### config.mk
export PLATFORM = sky130hd
export DESIGN_NAME = ps2_keys_decoder
export DESIGN_NICKNAME = d
export VERILOG_FILES = /design/src/rtl/ps2_pkg.sv /design/src/rtl/ps2_rx.sv /design/src/rtl/ps2_keys_decoder.sv
export SDC_FILE = /design/constraint.sdc
export NUM_CORES = 1
export LEC_CHECK = 0
export CAP_MARGIN = 20
export CORE_ASPECT_RATIO = 1.4
export CORE_MARGIN = 2
export CORE_UTILIZATION = 50
export CTS_BUF_LIST = sky130_fd_sc_hd__clkbuf_8 sky130_fd_sc_hd__clkbuf_16
export CTS_CLUSTER_SIZE = 14
export DETAILED_ROUTE_END_ITERATION = 10
export PLACE_DENSITY = 0.81
export SLEW_MARGIN = 0
export SYNTH_ARGS = -nofsm -noshare
export SYNTH_HDL_FRONTEND = slang
export SYNTH_SLANG_ARGS = --single-unit
export TNS_END_PERCENT = 5
### constraint.sdc
create_clock -name clk -period 2 [get_ports clk]
set_input_delay 0.4 -clock clk [delete_from_list [all_inputs] [get_ports clk]]
set_output_delay 0.4 -clock clk [all_outputs]
set_load 0.01 [all_outputs]
### src/rtl/ps2_pkg.sv
// Shared PS/2 definitions: scan-code set 2 constants, decode state encoding,
// key bit positions and the small decode/parity helpers used by the receiver and decoder.
package ps2_pkg;

  localparam logic [7:0] SC_EXT    = 8'hE0;
  localparam logic [7:0] SC_BRK    = 8'hF0;
  localparam logic [7:0] SC_ARR_U  = 8'h75;
  localparam logic [7:0] SC_ARR_D  = 8'h72;
  localparam logic [7:0] SC_ARR_R  = 8'h74;
  localparam logic [7:0] SC_ARR_L  = 8'h6B;
  localparam logic [7:0] SC_W      = 8'h1D;
  localparam logic [7:0] SC_S      = 8'h1B;
  localparam logic [7:0] SC_D      = 8'h23;
  localparam logic [7:0] SC_A      = 8'h1C;

  localparam int KEY_U = 3;
  localparam int KEY_D = 2;
  localparam int KEY_R = 1;
  localparam int KEY_L = 0;

  typedef enum logic [1:0] {
    ST_IDLE    = 2'd0,
    ST_EXT     = 2'd1,
    ST_BRK     = 2'd2,
    ST_EXT_BRK = 2'd3
  } dec_state_t;

  // bits[0]=start, bits[8:1]=data, bits[9]=parity; odd parity over data+parity.
  function automatic logic frame_ok(input logic [9:0] bits, input logic stop);
    return (bits[0] == 1'b0) && (stop == 1'b1) && (^bits[9:1] == 1'b1);
  endfunction

  function automatic logic [3:0] map_ext(input logic [7:0] code);
    logic [3:0] m;
    m = 4'b0000;
    case (code)
      SC_ARR_U: m[KEY_U] = 1'b1;
      SC_ARR_D: m[KEY_D] = 1'b1;
      SC_ARR_R: m[KEY_R] = 1'b1;
      SC_ARR_L: m[KEY_L] = 1'b1;
      default:  m = 4'b0000;
    endcase
    return m;
  endfunction

  function automatic logic [3:0] map_std(input logic [7:0] code);
    logic [3:0] m;
    m = 4'b0000;
    case (code)
      SC_W:    m[KEY_U] = 1'b1;
      SC_S:    m[KEY_D] = 1'b1;
      SC_D:    m[KEY_R] = 1'b1;
      SC_A:    m[KEY_L] = 1'b1;
      default: m = 4'b0000;
    endcase
    return m;
  endfunction

endpackage

### src/rtl/ps2_rx.sv
// PS/2 device-to-host receiver: pin synchronisers, clock glitch filter,
// falling-edge framing with parity check and partial-frame timeout.
module ps2_rx
  import ps2_pkg::*;
#(
  parameter int FILTER_LEN = 8,
  parameter int TIMEOUT    = 80000
) (
  input  logic       clk,
  input  logic       rst,
  input  logic       ps2_clk,
  input  logic       ps2_data,
  output logic [7:0] rx_byte,
  output logic       rx_valid,
  output logic       frame_err
);

  localparam int FW = $clog2(FILTER_LEN + 1);
  localparam int TW = $clog2(TIMEOUT + 1);

  logic [1:0]    clk_sync;
  logic [1:0]    data_sync;
  logic          clk_filt;
  logic [FW-1:0] filt_cnt;
  logic          fall;
  logic [3:0]    bit_cnt;
  logic [9:0]    shift;
  logic [TW-1:0] idle_cnt;

  // Two-flop synchronisers for both asynchronous pins
  always_ff @(posedge clk) begin
    if (rst) begin
      clk_sync  <= 2'b11;
      data_sync <= 2'b11;
    end else begin
      clk_sync  <= {clk_sync[0], ps2_clk};
      data_sync <= {data_sync[0], ps2_data};
    end
  end

  // Filtered clock flips only after FILTER_LEN consecutive differing samples
  always_ff @(posedge clk) begin
    if (rst) begin
      clk_filt <= 1'b1;
      filt_cnt <= '0;
      fall     <= 1'b0;
    end else begin
      fall <= 1'b0;
      if (clk_sync[1] == clk_filt) begin
        filt_cnt <= '0;
      end else if (filt_cnt == FW'(FILTER_LEN - 1)) begin
        clk_filt <= clk_sync[1];
        filt_cnt <= '0;
        fall     <= clk_filt;
      end else begin
        filt_cnt <= filt_cnt + 1'b1;
      end
    end
  end

  // Frame assembly; the 11th bit is checked against stop directly from the data pin
  always_ff @(posedge clk) begin
    if (rst) begin
      bit_cnt   <= 4'd0;
      shift     <= 10'd0;
      idle_cnt  <= '0;
      rx_byte   <= 8'h00;
      rx_valid  <= 1'b0;
      frame_err <= 1'b0;
    end else begin
      rx_valid  <= 1'b0;
      frame_err <= 1'b0;
      if (fall) begin
        idle_cnt <= '0;
        if (bit_cnt == 4'd10) begin
          bit_cnt <= 4'd0;
          if (frame_ok(shift, data_sync[1])) begin
            rx_byte  <= shift[8:1];
            rx_valid <= 1'b1;
          end else begin
            frame_err <= 1'b1;
          end
        end else begin
          shift   <= {data_sync[1], shift[9:1]};
          bit_cnt <= bit_cnt + 4'd1;
        end
      end else if (bit_cnt != 4'd0) begin
        // A stalled partial frame is dropped silently
        if (idle_cnt == TW'(TIMEOUT - 1)) begin
          bit_cnt  <= 4'd0;
          idle_cnt <= '0;
        end else begin
          idle_cnt <= idle_cnt + 1'b1;
        end
      end else begin
        idle_cnt <= '0;
      end
    end
  end

endmodule

### src/rtl/ps2_keys_decoder.sv
// PS/2 keyboard to {U,D,R,L} held-key flags: arrows (E0-prefixed) and WASD
// are tracked separately and ORed onto the registered keys output.
module ps2_keys_decoder
  import ps2_pkg::*;
#(
  parameter int FILTER_LEN = 8,
  parameter int TIMEOUT    = 80000
) (
  input  logic       clk,
  input  logic       rst,
  input  logic       ps2_clk,
  input  logic       ps2_data,
  output logic [3:0] keys,
  output logic [7:0] rx_byte,
  output logic       rx_valid,
  output logic       frame_err
);

  dec_state_t state, state_nxt;
  logic [3:0] arrow_held, arrow_nxt;
  logic [3:0] wasd_held, wasd_nxt;

  ps2_rx #(.FILTER_LEN(FILTER_LEN), .TIMEOUT(TIMEOUT)) u_rx (
    .clk       (clk),
    .rst       (rst),
    .ps2_clk   (ps2_clk),
    .ps2_data  (ps2_data),
    .rx_byte   (rx_byte),
    .rx_valid  (rx_valid),
    .frame_err (frame_err)
  );

  // Decode state and held-key registers
  always_ff @(posedge clk) begin
    if (rst) begin
      state      <= ST_IDLE;
      arrow_held <= 4'b0000;
      wasd_held  <= 4'b0000;
      keys       <= 4'b0000;
    end else begin
      state      <= state_nxt;
      arrow_held <= arrow_nxt;
      wasd_held  <= wasd_nxt;
      keys       <= arrow_nxt | wasd_nxt;
    end
  end

  // Make/break sequencing; a bad frame only drops any pending prefix
  always_comb begin
    state_nxt = state;
    arrow_nxt = arrow_held;
    wasd_nxt  = wasd_held;
    if (frame_err) begin
      state_nxt = ST_IDLE;
    end else if (rx_valid) begin
      case (state)
        ST_IDLE: begin
          if (rx_byte == SC_EXT) begin
            state_nxt = ST_EXT;
          end else if (rx_byte == SC_BRK) begin
            state_nxt = ST_BRK;
          end else begin
            wasd_nxt = wasd_held | map_std(rx_byte);
          end
        end
        ST_EXT: begin
          if (rx_byte == SC_BRK) begin
            state_nxt = ST_EXT_BRK;
          end else if (rx_byte == SC_EXT) begin
            state_nxt = ST_EXT;
          end else begin
            arrow_nxt = arrow_held | map_ext(rx_byte);
            state_nxt = ST_IDLE;
          end
        end
        ST_BRK: begin
          wasd_nxt  = wasd_held & ~map_std(rx_byte);
          state_nxt = ST_IDLE;
        end
        ST_EXT_BRK: begin
          arrow_nxt = arrow_held & ~map_ext(rx_byte);
          state_nxt = ST_IDLE;
        end
        default: begin
          state_nxt = ST_IDLE;
        end
      endcase
    end else begin
      state_nxt = state;
    end
  end

endmodule

After elaboration in Yosys (flattened, before gate mapping) --
Cells that the tools add are included.
Word-level totals: register bits after elaboration 65, bits of input ports 4
Cells by class: add/sub/neg operators 3, eq/ne operators 18, multiplexer cells 93, bitwise operators 13, reductions and logical operators 18
Operators with widths (count):
- 1-bit 2-to-1 mux | 75
- 4-bit 2-to-1 mux | 12
- 8-bit by 7-bit == test with 1-bit output (second input constant) | 4
- 8-bit by 5-bit == test with 1-bit output (second input constant) | 3
- 17-bit by 1-bit adder with 17-bit output (second input constant) | 1
- 17-bit == test (second input constant) | 1
- 8-bit == test (second input constant) | 2
- 4-bit case mux with 2 select lines | 2
- 4-bit OR | 3
- 3-bit OR reduction | 3
- 9-bit XOR reduction | 1
- 4-bit by 1-bit adder with 4-bit output (second input constant) | 2
- 4-bit AND | 2
- 8-bit by 6-bit == test with 1-bit output (second input constant) | 1
- 4-bit inverter | 2
- 2-bit AND reduction | 4
- 2-bit 2-to-1 mux | 3
- 1-bit inverter | 6
- 2-bit case mux with 3 select lines | 1
- 2-bit == test (second input constant) | 2
- 4-bit by 3-bit == test with 1-bit output (second input constant) | 1
- 4-bit == test (second input constant) | 1
- 2-bit nonzero test | 2
- 4-bit nonzero test | 1
- 8 further kinds | 10

Depth between registers and ports, before layout --
Gate-level depths: netlist of run 1.
depth in word-level cells 14, gate-level depth with buffers 7

Modules after synthesis --
From an unflattened synthesis of run 1, not the netlist that was laid out.
Unflattened totals: cells, all modules 305, area total of the unflattened synthesis 2946.6 um^2
By module, submodules not included:
- ps2_rx | times used 1, cells an instance 239, area each 2279.7 um^2
- ps2_keys_decoder | times used 1, cells an instance 66, area each 666.9 um^2

Least setup slack after synthesis of run 1 --
No wires, ideal clock.
kind reg2reg, from register u_rx.idle_cnt[0], to register u_rx.idle_cnt[16], library setup time 71 ps, arrival 1682 ps, data required time 1929 ps, setup slack 248 ps, stages on the path, launching flop included 6, buffers on the path 0, period minus slack after synthesis 1752 ps, cell sequence dfxtp_1 -> ha_1 -> nand3_1 -> or4_4 -> or3_1 -> a21oi_1
Between the ends: longest elaborated chain between the ends 2, elaborated cells between the ends (all ways) 3, classes of those cells 1 x add/sub; 1 x eq/ne; 1 x reduce/logical
Ends and longest elaborated chain:
- start: declaration | RTL line ps2_rx.sv:28 | logic [TW-1:0] idle_cnt;
- start signal: assignment | RTL line ps2_rx.sv:93 | idle_cnt <= idle_cnt + 1'b1;
- parallel branches: the longest is 2 deep, another holds 17-bit by 1-bit adder with 17-bit output
Several ways; the timed one is not identified. A chain may end at the register's enable or synchronous reset.

Worst setup path after layout of run 1 --
Same ends and word-level chain as after synthesis.

==> results.md, run 1 <==
* Outcome: finished clean
* DRT antenna net count at 0
* Fillers at 451
* Area of the multi-input gates at 0.00146 sq mm
* DRT iter0 DRCs at 75
* Mapped Cells at approximately 290
* Total Nets Final at 327
* Via-per-instance ratio at ~5.5
* Crit path time final at 1.86 ns
* Period utilization at about 93%
* Yosys warns at 0
* ANT cells at 0
* Max Fclk at approximately 540 MHz
* Post-CTS Setup Bufs at 0
* TNS Setup at 0 ns
* Worst path slowest cell: or4_4
* Core Box Area at 0.00549 sq mm
* Met2 wire length at 2880 microns
* Leakage power at ~1.2 nW
* IO Port Bufs at 17
* Via Count at about 2100
* Final Skew at 0.00927 ns
* Delay-heaviest family, CP: simple AND/OR/NAND/NOR gates
* Initial Utilization at 51.7%
* Remaining global-route overflow at 0
* Max VDD drop at between 800 and 900 uV
* Pwr Density at around 800 mW/mm^2
* Largest stage delay on the critical path at slightly below 0.6 ns
* Slew headroom at 69.8%
* Crit-path cells: ha_1 > nand3_1 > or4_4 > or3_1 > a21oi_1
* CP bufs+invs at 0
* Crit path kind: register to register
* Least-Margin Pin Slew at 0.443 ns
* I/O pins at 18
* Library cells used by synthesis at 49
* P&R area growth vs syn at 17.6%
* HPWL after DPL at 3700 microns
* Final wirelength at 5370 microns
* Final Max Slew Viols at 0
* Max cap viols at 0
* Design Area, Final at 0.00333 sq mm
* Seq/Total Area, Yosys at 45.9%
* Initial antenna violation count at 0
* Clock sinks at 65
* Register area at 0.00130 sq mm
* Top sig layer: met4
* Unrepaired setup endpoints after global routing: false
* CTS buffer count at 9
* Final hold viol count at 0
* Die Area at 0.00630 sq mm
* Total global-route track usage at 18.7%
* Setup slack, reg-to-reg at 0.14 ns
* Hold crit path type: register to register
* DRC at 0
* CP Launch Type: register
* Endpoint class of the critical path: register
* CTS Buffer Depth at 2
* Wire length on met1 at between 2000 and 2500 microns
* DR pass1 iterations at 4
* Count of hold-fix buffers inserted at cts at 0
* Syn Area/Cell at around 9.6 sq um
* Synthesized area at 0.00284 sq mm
* Num rows at 32
* Resized cells post-CTS at 0
* Final setup vio count at 0
* First-pass GRT wire length at 8990 microns
* CTS root buf: clkbuf_8
* Worst-Skew Late Latency at 0.34 ns
* Metal3 WL at 167 microns
* H-Tree Depth at 3
* CTS tree: built
* WL/cell at 13.7 microns
* Placer congestion estimate at 0.766
* Placement Cell Area at 0.00309 sq mm
* Layout cell share with drive strength beyond 1 at 10.2%
* Largest net degree at the start of global routing at 32
* Die Ht at about 93 microns
* Critical path required time at 2.27 ns
* CTS clk-pin slew, worst paths at approximately 0.08 ns
* Number of synthesized register bits at 65
* Worst Path Arrival at 2.13 ns
* Vias in the first global route at 2071
* Syn nets at ~300
* Die W at between 60 and 70 microns
* Critical path peak fanout at 5
state kept, by name, summed over array words and instances (netlist names):
signal / cells
u_rx.idle_cnt: 17
u_rx.shift: 10
u_rx.rx_byte: 8
arrow_held: 4
keys: 4
u_rx.bit_cnt: 4
u_rx.filt_cnt: 4
wasd_held: 4
state: 2
u_rx.clk_sync: 2
u_rx.data_sync: 2
u_rx.clk_filt: 1
u_rx.fall: 1
u_rx.frame_err: 1
u_rx.rx_valid: 1
cells in the final DEF (no fill, tap or decap), types with 2 or more instances in the layout:
cell,synthesis,layout
nand3_1,11,11
and3_1,3,3
a21oi_1,13,13
mux2i_1,25,25
o311ai_0,3,3
and4b_1,3,3
nor2b_1,5,5
xnor2_1,12,12
or2_2,4,4
dfxtp_1,65,65
bufinv_16,0,3
o21ai_0,6,5
xor2_1,6,6
ha_1,5,5
nor4_1,3,3
nor3b_1,3,3
clkbuf_8,0,9
nand4_1,7,7
nand2_1,10,10
inv_1,9,9
nor2_1,37,37
clkinv_2,0,2
nor4bb_1,3,3
buf_4,0,5
o21ai_1,1,2
nand2b_1,17,17
nor3_1,5,5
or3_1,6,6
clkdlybuf4s50_1,0,17
worst reg2reg max path: stages, from the launching register on:
cell,delay (ns)
dfxtp_1,0.38
ha_1,0.22
nand3_1,0.11
or4_4,0.58
or3_1,0.36
a21oi_1,0.14
final timing paths:
path	endpoint	from	cells after the start
max reg2reg	u_rx.idle_cnt[16]$_SDFF_PP0_	u_rx.idle_cnt[0]$_SDFF_PP0_	5
max	u_rx.idle_cnt[16]$_SDFF_PP0_	u_rx.idle_cnt[0]$_SDFF_PP0_	5
min reg2reg	u_rx.data_sync[1]$_SDFF_PP1_	u_rx.data_sync[0]$_SDFF_PP1_	1
min	u_rx.data_sync[1]$_SDFF_PP1_	u_rx.data_sync[0]$_SDFF_PP1_	1
cell type report:
cell class                 instances  area share [%]
clock inverter                     7            3.53
timing repair buffer              22            6.23
sequential                        65            39.0
clock buffer                       9            3.72
inverter                           9            1.01
multi-input combinational        211            43.9
tap                               68            2.55
routing by layer:
metal / track usage (%) / vias up
met5: 0 / -
met4: 7.82 / 0
met3: 4.69 / 7
met2: 34.4 / 41
met1: 19.2 / 1002
li1: - / 1086
report_power, final:
| part | internal [W] | switching (W) |
|---|---|---|
| sequential | 0.00130 | 0.00000229 |
| combinational | 0.0000164 | 0.0000176 |
| clock | 0.000830 | 0.000507 |
stage by stage:
stage | utilization (%) | power [W] | setup WS, ns | instances | hold WS, ns
2_1_floorplan | - | 0.00135 | 0.248 | 294 | 0.389
3_3_place_gp | 56.4 | 0.00136 | 0.200 | 375 | 0.400
3_5_place_dp | 56.4 | 0.00136 | 0.159 | 375 | 0.400
4_1_cts | 60.8 | 0.00270 | 0.146 | 391 | 0.415
5_1_grt | 60.8 | 0.00275 | 0.0311 | 391 | 0.417
6_report | 60.8 | 0.00267 | 0.138 | 391 | 0.408
Yosys cell counts (all sizes together):
cell type	count	area, sq um
xnor3	2	46.3
nand4	8	56.3
a2111oi	1	8.76
nand3	12	65.1
o311ai	3	26.3
a21oi	13	65.1
a31oi	1	6.26
a31o	1	8.76
inv	9	33.8
o31ai	1	7.51
xor2	6	52.6
or2	4	25.0
or2b	1	7.51
dfxtp	65	1300
and4	1	8.76
nor2	37	139
nand2	10	37.5
o21ai	7	35.0
buf	2	10.0
nor3b	3	22.5
and2	1	6.26
or4	2	18.8
nor4b	2	23.8
nand3b	1	7.51
or3	6	37.5
nor4	3	18.8
a311oi	1	8.76
a211o	1	8.76
nor3	5	25.0
nor2b	5	31.3
mux2i	26	273
or3b	1	8.76
o22a	1	8.76
nor4bb	3	30.0
nand2b	17	106
and4b	3	30.0
a41oi	1	8.76
o211ai	1	7.51
clkbuf	7	26.3
ha	5	62.6
and3	3	18.8
xnor2	12	105
kinds of logic (layout without fill, tap and decap cells):
kind of cell,Yosys count,in the layout,synth area share (%)
flip-flops,65,65,45.9
AO/OA/AOI/OAI,32,32,7.06
buffers and inverters,18,47,2.47
AND/OR/NAND/NOR,128,128,25.6
multiplexers,26,26,9.62
XOR/XNOR,20,20,7.19
adder cells (fa/ha/maj),5,5,2.21
(Power assumes the default switching activity.)
==> run 2: changes to the inputs <==
--- a/config.mk
+++ b/config.mk
@@ -12,8 +12,10 @@
 export CTS_BUF_LIST = sky130_fd_sc_hd__clkbuf_8 sky130_fd_sc_hd__clkbuf_16
 export CTS_CLUSTER_SIZE = 14
 export DETAILED_ROUTE_END_ITERATION = 10
+export HOLD_SLACK_MARGIN = 0.15
 export PLACE_DENSITY = 0.81
-export SLEW_MARGIN = 0
+export SETUP_SLACK_MARGIN = 0.1
+export SLEW_MARGIN = 10
 export SYNTH_ARGS = -nofsm -noshare
 export SYNTH_HDL_FRONTEND = slang
 export SYNTH_SLANG_ARGS = --single-unit
==> run 2 against run 1 <==
Compared with the run above:
- count of clock-buffer cells in the layout unchanged
- utilization rose by 0.091 points
- via count hardly changed
- global-route usage unchanged
- flip-flop and latch count unchanged
- register-to-register slack improved by 0.04 ns
- highest routed layer unchanged
- first-iteration DRC count unchanged
- largest cell class unchanged
- design area increased by 0.15%
- die area stayed put
- critical path depth decreased by 4
- largest power group unchanged
==> results.md, run 2 (synthesis gave the netlist of run 1 again) <==
* Outcome: finished clean
* Worst Path Arrival at 1.43 ns
* DRT antenna net count at 0
* Resized cells post-CTS at 0
* Final hold viol count at 0
* Final setup vio count at 0
* CTS root buf: clkbuf_8
* Critical path peak fanout at 9
* Crit path time final at 1.83 ns
* Most frequent cells in the layout: 63 x dfxtp_1, 37 x nor2_1, 25 x mux2i_1
* Worst path slowest cell: clkdlybuf4s50_1
* Design Power at 0.00267 W
* Max VDD drop at 870 uV
* CTS tree: built
* Die Ht at 93.1 microns
* Hold_ws at 0.405 ns
* First-pass GRT wire length at about 9000 microns
* Dpl cells at 375
* Pwr Density at 801 mW/mm^2
* Max Fclk at about 550 MHz
* Clk pwr share at 50.1%
* Post-route worst setup slack at around 0.17 ns
* Initial antenna violation count at 0
* P&R area growth vs syn at 17.7%
* Clock sinks at 65
* Period utilization at 91.4%
* Unrepaired setup endpoints after global routing: true
* Largest net degree at the start of global routing at 32
* Total Nets Final at between 300 and 400
* I/O pins at 18
* Top reg by flops: u_rx.idle_cnt
* Setup slack, reg-to-reg at 0.18 ns
* Placer congestion estimate at 0.766
* Max reg flops at 17
* Worst-Skew Late Latency at 0.34 ns
* Post-CTS Setup Bufs at 0
* Core Box Area at around 0.0055 sq mm
* Die Area at approximately 0.0063 sq mm
* Least-Margin Pin Slew at 0.443 ns
* Max cap viols at 0
* Final Max Slew Viols at 0
* Initial Utilization at 51.7%
* Non-filler cells, final at a little under 400
* Most common cell after layout, fill and taps aside: dfxtp_1
* Largest stage delay on the critical path at 0.60 ns
* Switch Pwr at 0.000530 W
* Pre-CTS setup slack at 0.159 ns
* Critical path required time at 1.60 ns
* Top flop regs: u_rx.idle_cnt (17), u_rx.shift (10), u_rx.rx_byte (8)
* Vias in the first global route at 2071
* DR pass1 iterations at 4
* Count of hold-fix buffers inserted at cts at 0
* TNS Setup at 0 ns
* Sw Share at 19.8%
* Endpoint class of the critical path: output port
* Total global-route track usage at between 10% and 20%
* CP Launch Type: register
* Crit path kind: register to output port
* Num rows at 32
* HPWL after DPL at approximately 3700 microns
* DRC at 0
* Remaining global-route overflow at 0
* CTS buffer count at 9
* Hold crit path type: register to register
* Leakage power at 1.23 nW
* Int Pwr at 0.00214 W
* CTS clk-pin slew, worst paths at 0.08 ns
* Delay-heaviest family, CP: buffers and inverters
* Layout cell share with drive strength beyond 1 at 11.1%
* Final wirelength at between 5000 and 6000 microns
* Share of power burned in registers at 48.6%
* Via Count at between 2000 and 2500
* Gate power share at 1.3%
* Die W at approximately 68 microns
* IO Port Bufs at 17
* Final Skew at roughly 0.013 ns
* DRT iter0 DRCs at 75
* Crit-path cells: clkdlybuf4s50_1
* H-Tree Depth at 3
* Via-per-instance ratio at 5.46
* CP bufs+invs at 1
* Slew headroom at 69.8%
* CTS Buffer Depth at 2
* WL/cell at 13.7 microns
* ANT cells at 0
==> run 2: changes by cell type in the layout (fill, tap and decap cells not counted) <==
cell     previous run  this run
ha_2                0         1
dfxtp_2             0         2
ha_1                5         4
dfxtp_1            65        63
==> run 2: power by group through the flow <==
stage | clock (W) | combinational, W | sequential (W)
floorplan | 0 | 0.0000231 | 0.00133
global placement | 0 | 0.0000340 | 0.00133
detailed placement | 0 | 0.0000344 | 0.00133
CTS | 0.00136 | 0.0000347 | 0.00130
global route | 0.00141 | 0.0000373 | 0.00130
finish | 0.00134 | 0.0000341 | 0.00130
==> run 2: per-layer routing <==
| layer | wire [microns] | up-vias | global-route usage [%] |
|---|---|---|---|
| met5 | 0 | - | 0 |
| met4 | 85 | 0 | 7.82 |
| met3 | 148 | 7 | 4.69 |
| met2 | 2880 | 33 | 34.4 |
| met1 | 2260 | 1007 | 19.2 |
| li1 | - | 1087 | - |
==> run 2: final cells by class <==
class                           instances  area (sq um)
Fill cell                             448          2150
Multi-Input combinational cell        211          1470
Tap cell                               68          85.1
Clock buffer                            9           124
Timing Repair Buffer                   22           208
Inverter                                9          33.8
Sequential cell                        65          1300
Clock inverter                          7           118
==> run 2: metrics by stage <==
stage | utilization [%] | instance area, sq um
after global routing | 60.9 | 3340
after CTS | 60.8 | 3330
after detailed placement | 56.4 | 3090
after floorplan | - | 2840
final | 60.9 | 3340
after global placement | 56.4 | 3090
==> run 2: path summary, 6_finish.rpt <==
| path | startpoint | to | cells past startpoint |
|---|---|---|---|
| worst max-delay path | u_rx.rx_byte[4]$_SDFFE_PP0P_ | rx_byte[4] | 1 |
| worst min-delay path | u_rx.data_sync[0]$_SDFF_PP1_ | u_rx.data_sync[1]$_SDFF_PP1_ | 1 |
| worst max register to register | u_rx.shift[5]$_SDFFE_PP0P_ | u_rx.rx_byte[0]$_SDFFE_PP0P_ | 4 |
| worst min register to register | u_rx.data_sync[0]$_SDFF_PP1_ | u_rx.data_sync[1]$_SDFF_PP1_ | 1 |
==> run 3: changes to the inputs <==
--- a/config.mk
+++ b/config.mk
@@ -5,7 +5,6 @@
 export SDC_FILE = /design/constraint.sdc
 export NUM_CORES = 1
 export LEC_CHECK = 0
-export CAP_MARGIN = 20
 export CORE_ASPECT_RATIO = 1.4
 export CORE_MARGIN = 2
 export CORE_UTILIZATION = 50
==> results of run 3 <==
No change in the layout: final DEF, timing and power equal those of run 2.
